### config.mk
export PLATFORM = sky130hd
export DESIGN_NAME = pattern_gen
export DESIGN_NICKNAME = d
export VERILOG_FILES = /design/src/rtl/pattern_gen.sv
export SDC_FILE = /design/constraint.sdc
export NUM_CORES = 1
export LEC_CHECK = 0
export ABC_AREA = 0
export BUFFER_PORTS_ARGS = -buffer_cell sky130_fd_sc_hd__buf_2
export CORE_MARGIN = 2
export CORE_UTILIZATION = 31
export DETAILED_ROUTE_END_ITERATION = 10
export GPL_TIMING_DRIVEN = 0
export MAX_ROUTING_LAYER = met4
export PLACE_DENSITY = 0.45
export SLEW_MARGIN = 20
export SYNTH_ARGS = -nofsm -noshare
export SYNTH_HDL_FRONTEND = slang
export SYNTH_SLANG_ARGS = --single-unit
### constraint.sdc
create_clock -name pix_clk -period 3.2 [get_ports pix_clk]
set_input_delay 0.16 -clock pix_clk [delete_from_list [all_inputs] [get_ports pix_clk]]
set_output_delay 0.16 -clock pix_clk [all_outputs]
set_load 0.01 [all_outputs]
### src/rtl/pattern_gen.sv
// Registered video test-pattern source: four selectable patterns, two-cycle
// coordinate-to-colour latency, debounced mode button committed at frame end.
module pattern_gen #(
  parameter int unsigned HACTIVE         = 1280,
  parameter int unsigned VACTIVE         = 720,
  parameter int unsigned COORD_W         = 11,
  parameter int unsigned BOX_SIZE        = 64,
  parameter int unsigned CHECKER_LOG2    = 5,
  parameter int unsigned DEBOUNCE_CYCLES = 1_000_000
) (
  input  logic               pix_clk,
  input  logic               reset,
  input  logic               mode_btn,
  input  logic [COORD_W-1:0] row,
  input  logic [COORD_W-1:0] column,
  output logic [7:0]         r,
  output logic [7:0]         g,
  output logic [7:0]         b,
  output logic [1:0]         mode
);

  typedef enum logic [1:0] {
    MODE_GRADIENT = 2'd0,
    MODE_BARS     = 2'd1,
    MODE_CHECKER  = 2'd2,
    MODE_BOX      = 2'd3
  } mode_e;

  localparam int unsigned CNT_W = $clog2(DEBOUNCE_CYCLES + 1);
  localparam logic [CNT_W-1:0]   DEB_MAX = CNT_W'(DEBOUNCE_CYCLES);
  localparam logic [COORD_W-1:0] H_LAST  = COORD_W'(HACTIVE - 1);
  localparam logic [COORD_W-1:0] V_LAST  = COORD_W'(VACTIVE - 1);
  localparam logic [COORD_W-1:0] BX_MAX  = COORD_W'(HACTIVE - BOX_SIZE);
  localparam logic [COORD_W-1:0] BY_MAX  = COORD_W'(VACTIVE - BOX_SIZE);
  localparam int unsigned        BAR_W   = HACTIVE / 8;

  logic             sync1_q, sync2_q;
  logic             deb_q, deb_d;
  logic [CNT_W-1:0] deb_cnt_q, deb_cnt_d;
  mode_e            pending_q, pending_d;
  mode_e            mode_q, mode_d;
  logic [COORD_W-1:0] bx_q, bx_d, by_q, by_d;
  logic             dx_q, dx_d, dy_q, dy_d;
  logic             act1_q, act1_d;
  logic [23:0]      rgb1_q, rgb1_d;
  logic [23:0]      rgb2_q, rgb2_d;
  logic             frame_tick;
  logic [2:0]       bar;
  logic [COORD_W:0] bx_end, by_end;
  logic             in_box;

  // Returns {direction, position}; direction 1 means moving toward lim.
  function automatic logic [COORD_W:0] bounce(input logic [COORD_W-1:0] pos,
                                               input logic up,
                                               input logic [COORD_W-1:0] lim);
    if (up && pos == lim)
      return {1'b0, pos - COORD_W'(1)};
    else if (!up && pos == '0)
      return {1'b1, pos + COORD_W'(1)};
    else if (up)
      return {1'b1, pos + COORD_W'(1)};
    else
      return {1'b0, pos - COORD_W'(1)};
  endfunction

  assign frame_tick = (row == V_LAST) && (column == H_LAST);

  always_comb begin
    deb_d     = deb_q;
    deb_cnt_d = deb_cnt_q;
    pending_d = pending_q;
    if (sync2_q == deb_q) begin
      deb_cnt_d = '0;
    end else if (deb_cnt_q == DEB_MAX) begin
      deb_d     = sync2_q;
      deb_cnt_d = '0;
      if (sync2_q)
        pending_d = mode_e'(pending_q + 2'd1);
    end else begin
      deb_cnt_d = deb_cnt_q + CNT_W'(1);
    end
  end

  // Mode commit reads the pre-increment pending value, so a press landing on
  // the tick is deferred to the following frame.
  always_comb begin
    mode_d = mode_q;
    bx_d   = bx_q;
    by_d   = by_q;
    dx_d   = dx_q;
    dy_d   = dy_q;
    if (frame_tick) begin
      mode_d       = pending_q;
      {dx_d, bx_d} = bounce(bx_q, dx_q, BX_MAX);
      {dy_d, by_d} = bounce(by_q, dy_q, BY_MAX);
    end
  end

  always_comb begin
    bar = '0;
    for (int unsigned k = 1; k < 8; k++) begin
      if ({1'b0, column} >= (COORD_W + 1)'(k * BAR_W))
        bar = 3'(k);
    end
  end

  assign bx_end = {1'b0, bx_q} + (COORD_W + 1)'(BOX_SIZE);
  assign by_end = {1'b0, by_q} + (COORD_W + 1)'(BOX_SIZE);
  assign in_box = (column >= bx_q) && ({1'b0, column} < bx_end) &&
                  (row >= by_q) && ({1'b0, row} < by_end);

  always_comb begin
    act1_d = (row <= V_LAST) && (column <= H_LAST);
    rgb1_d = '0;
    case (mode_q)
      MODE_GRADIENT: rgb1_d = {row[7:0], column[7:0],
                               8'd255 - {1'b0, row[7:1]} - {1'b0, column[7:1]}};
      MODE_BARS:     rgb1_d = {{8{~bar[1]}}, {8{~bar[2]}}, {8{~bar[0]}}};
      MODE_CHECKER:  rgb1_d = {24{row[CHECKER_LOG2] ^ column[CHECKER_LOG2]}};
      MODE_BOX:      rgb1_d = in_box ? 24'hFF0000 : 24'h000040;
      default:       rgb1_d = '0;
    endcase
    rgb2_d = act1_q ? rgb1_q : '0;
  end

  always_ff @(posedge pix_clk or negedge reset) begin
    if (!reset) begin
      sync1_q   <= 1'b0;
      sync2_q   <= 1'b0;
      deb_q     <= 1'b0;
      deb_cnt_q <= '0;
      pending_q <= MODE_GRADIENT;
      mode_q    <= MODE_GRADIENT;
      bx_q      <= '0;
      by_q      <= '0;
      dx_q      <= 1'b1;
      dy_q      <= 1'b1;
      act1_q    <= 1'b0;
      rgb1_q    <= '0;
      rgb2_q    <= '0;
    end else begin
      sync1_q   <= mode_btn;
      sync2_q   <= sync1_q;
      deb_q     <= deb_d;
      deb_cnt_q <= deb_cnt_d;
      pending_q <= pending_d;
      mode_q    <= mode_d;
      bx_q      <= bx_d;
      by_q      <= by_d;
      dx_q      <= dx_d;
      dy_q      <= dy_d;
      act1_q    <= act1_d;
      rgb1_q    <= rgb1_d;
      rgb2_q    <= rgb2_d;
    end
  end

  assign r    = rgb2_q[23:16];
  assign g    = rgb2_q[15:8];
  assign b    = rgb2_q[7:0];
  assign mode = mode_q;

endmodule

==> flow_summary_export.csv <==
group,metric,value,unit
outcome,status,"finished, final reports clean",
cts,clkSinkCount,100,
sta,hold_viol,0,
layout,final_cells,929,
yosys,syn-cell-area,5920,um2
sta,grt_setup_unrepaired,"no",
worst_setup_path,worst_setup_path_start_kind,"register",
yosys,yosysUniqueCellTypes,57,
drt,drt_iter0_drc,142,
cts,cts-root-buf,"clkbuf_16",
worst_setup_path,crit_required,3.43,ns
cts,h-tree-depth,3,
cts,clkLatencyLatePin,0.35,ns
worst_setup_path,arrival,3.04,ns
floorplanning,coreArea,18700,um2
layout,design.final.nets,767,
global_route,track_usage,15.4,%
yosys,synth_nets,703,
place,numPortBuffers,50,
drt,vias,4597,
worst_setup_path,crit_path_max_fanout,8,
floorplanning,die_h,142,um
worst_setup_path,crit_top_cell,"ha_1",
worst_setup_path,crit_chain,"ha_1, nand3_1, xnor2_1, ha_1, a21oi_1, a22oi_1, a221oi_1, o2111a_1, a31oi_1, or2_2",
layout,layout_common_cells,"dfrtp_1, buf_2, ha_1",
yosys,synth_compound_area_share,12.7,%
drt,dr.pass1.iters,5,
drt,drc_errors,0,
worst_setup_path,rr_worst_depth,10,
yosys,synthMuxAreaShare,1.29,%
sta,relSlewSlack,49.4,%
worst_setup_path,cpPeakStageDelay,0.51,ns
yosys,seq_area_frac_synth,42.3,%
floorplanning,die_x,142,um
sta,worst_pin_slew,0.755,ns
place,dp_hpwl,11000,um
layout,seq_area,2500,um2
power_and_ir_drop,ir_drop,0.233,mV
global_route,overflow,0,
yosys,yosysWarnings,0,
sta,drv_slew,0,
sta,finalSetupViolCount,0,
power_and_ir_drop,p_leak,0.00316,uW
drt,wire_per_inst,15.3,um
worst_setup_path,crit_path_top_delay_cell,"dfrtp_1",
global_route,grt_pass1_vias,4626,
layout,areaGrowthSynthToFinish,15.3,%
yosys,synthSimpleGateAreaFrac,21.3,%
place,place_ws,0.413,ns
sta,fmax,355,MHz
global_route,grt_pass1_wl,23800,um
cts,cts-buffers-inserted,9,
yosys,ys_seq_elements,100,
sta,finClkSkew,0.0112,ns
worst_hold_path,hold_path_class,"in -> reg",
yosys,synth_top_family_by_area,"simple AND/OR/NAND/NOR gates",
yosys,synth_fa_ha_area_share,11.1,%
power_and_ir_drop,p_per_area,397,nW/um2
place,dp_cells,911,
place,place.gp.congestion,0.879,
sta,period_needed,2.81,ns
worst_setup_path,end_kind,"register",
cts,cts_tree,"yes",
yosys,avgSynthCellArea,9.46,um2
yosys,synth_cells,626,
yosys,synth-edff-count,0,
floorplanning,ios,51,
global_route,antenna_found_initial,0,
sta,tns,0,ns
cts,clkSlewWorstSetupHoldPaths,0.07,ns
drt,wl,14200,um
yosys,synth_async_sr_flop_share,100,%
cts,clockBufferDepth,2,
yosys,synth_xor_area_share,6.95,%
floorplanning,rows,50,
layout,drive_gt1_share,12.9,%
layout,multi_input_area,3160,um2
yosys,synth_flop_cell,"dfrtp_1",
cts,ctsResizeCount,0,
worst_hold_path,hold_depth,2,
layout,final_common_cell,"dfrtp_1",
sta,fin_ws,0.386,ns
sta,hold_ws,0.0790,ns
job,drv_cap,0,
layout,fillers,1891,
drt,drt.antenna.violating_nets,0,
power_and_ir_drop,total_power,2710,uW
floorplanning,start_util,31.7,%
drt,via_per_inst,4.95,
worst_setup_path,path_class,"reg -> reg",
sta,timing.final.crit_share,87.9,%
global_route,grt_max_degree,62,
layout,diodes,0,
floorplanning,die_area,20200,um2
[worst max-delay path: cells and delay by family, from the launching register on]
| family | cells | cell delay (ns) |
|---|---|---|
| compound gates | 5 | 0.97 |
| xor+xnor | 1 | 0.17 |
| fa+ha+maj | 2 | 0.60 |
| flops | 1 | 0.51 |
| simple gates | 2 | 0.45 |
[kinds of logic after synthesis]
kind of cell	Yosys count
simple gates	238
compound gates	115
flops	100
buf+inv	67
fa+ha+maj	52
xor+xnor	47
mux	7
[registers in the layout (all words and copies together) (netlist names)]
register,count
dy_q,1
by_q,11
sync2_q,1
rgb1_q,24
act1_q,1
deb_q,1
rgb2_q,24
mode,2
dx_q,1
deb_cnt_q,20
bx_q,11
sync1_q,1
pending_q,2
[per-stage QoR]
| step | area, um2 | util (%) |
|---|---|---|
| 6_report | 6830 | 36.5 |
| 5_1_grt | 6830 | 36.5 |
| 4_1_cts | 6830 | 36.5 |
| 3_5_place_dp | 6500 | 34.7 |
| 3_3_place_gp | 6460 | 34.6 |
| 2_1_floorplan | 5920 | - |
[where the power goes]
group          leakage [uW]  total [uW]  internal, uW  switching [uW]
Clock              0.000149        1130           639             493
Sequential          0.00126        1330          1310            14.9
Combinational       0.00175         253           103             150
[timing repair]
action / CTS / global route
hold buffers: 2 / 0
hold endpoints to repair: 38 / 0
buffers inserted: 0 / 0
[path summary, 6_finish.rpt]
kind / startpoint / endpoint / slack, ns
min reg2reg: sync1_q$_DFF_PN0_ / sync2_q$_DFF_PN0_ / 0.36
min in group asynchronous: reset / by_q[10]$_DFFE_PN0P_ / 0.28
max reg2reg: bx_q[6]$_DFFE_PN0P_ / rgb1_q[6]$_DFF_PN0_ / 0.39
min: column[0] / rgb1_q[8]$_DFF_PN0_ / 0.08
max: bx_q[6]$_DFFE_PN0P_ / rgb1_q[6]$_DFF_PN0_ / 0.39
max in group asynchronous: reset / rgb2_q[5]$_DFF_PN0_ / 2.29
[cell usage after synthesis, drive strengths merged (12+ instances only)]
cell type,n,share of area [%]
a21oi,31,2.7
and2,26,2.7
a21o,12,1.5
nand3,32,2.7
nor2,49,3.1
nand4,22,2.3
nor3,14,1.2
clkbuf,14,0.89
xor2,12,1.8
o21ai,30,2.5
xnor2,35,5.2
nand2,44,2.8
dfrtp,98,41
inv,47,3.0
ha,51,11
[layer usage]
layer | vias to the layer above | global-route usage (%) | share of wire [%]
li1 | 2331 | - | -
met4 | 0 | 5.16 | 2.0
met5 | - | - | 0
met1 | 2177 | 19.9 | 48
met2 | 70 | 24.5 | 47
met3 | 19 | 2.89 | 3.5
[layout make-up]
| cell class | count | area share [%] |
|---|---|---|
| multi-input combinational | 459 | 46.3 |
| sequential | 100 | 36.7 |
| timing repair buffer | 53 | 4.45 |
| tap | 234 | 4.29 |
| clock buffer | 11 | 3.56 |
| inverter | 47 | 2.58 |
| buffer | 20 | 1.19 |
| clock inverter | 5 | 0.971 |
No activity file was read; power rests on OpenSTA's default activity.
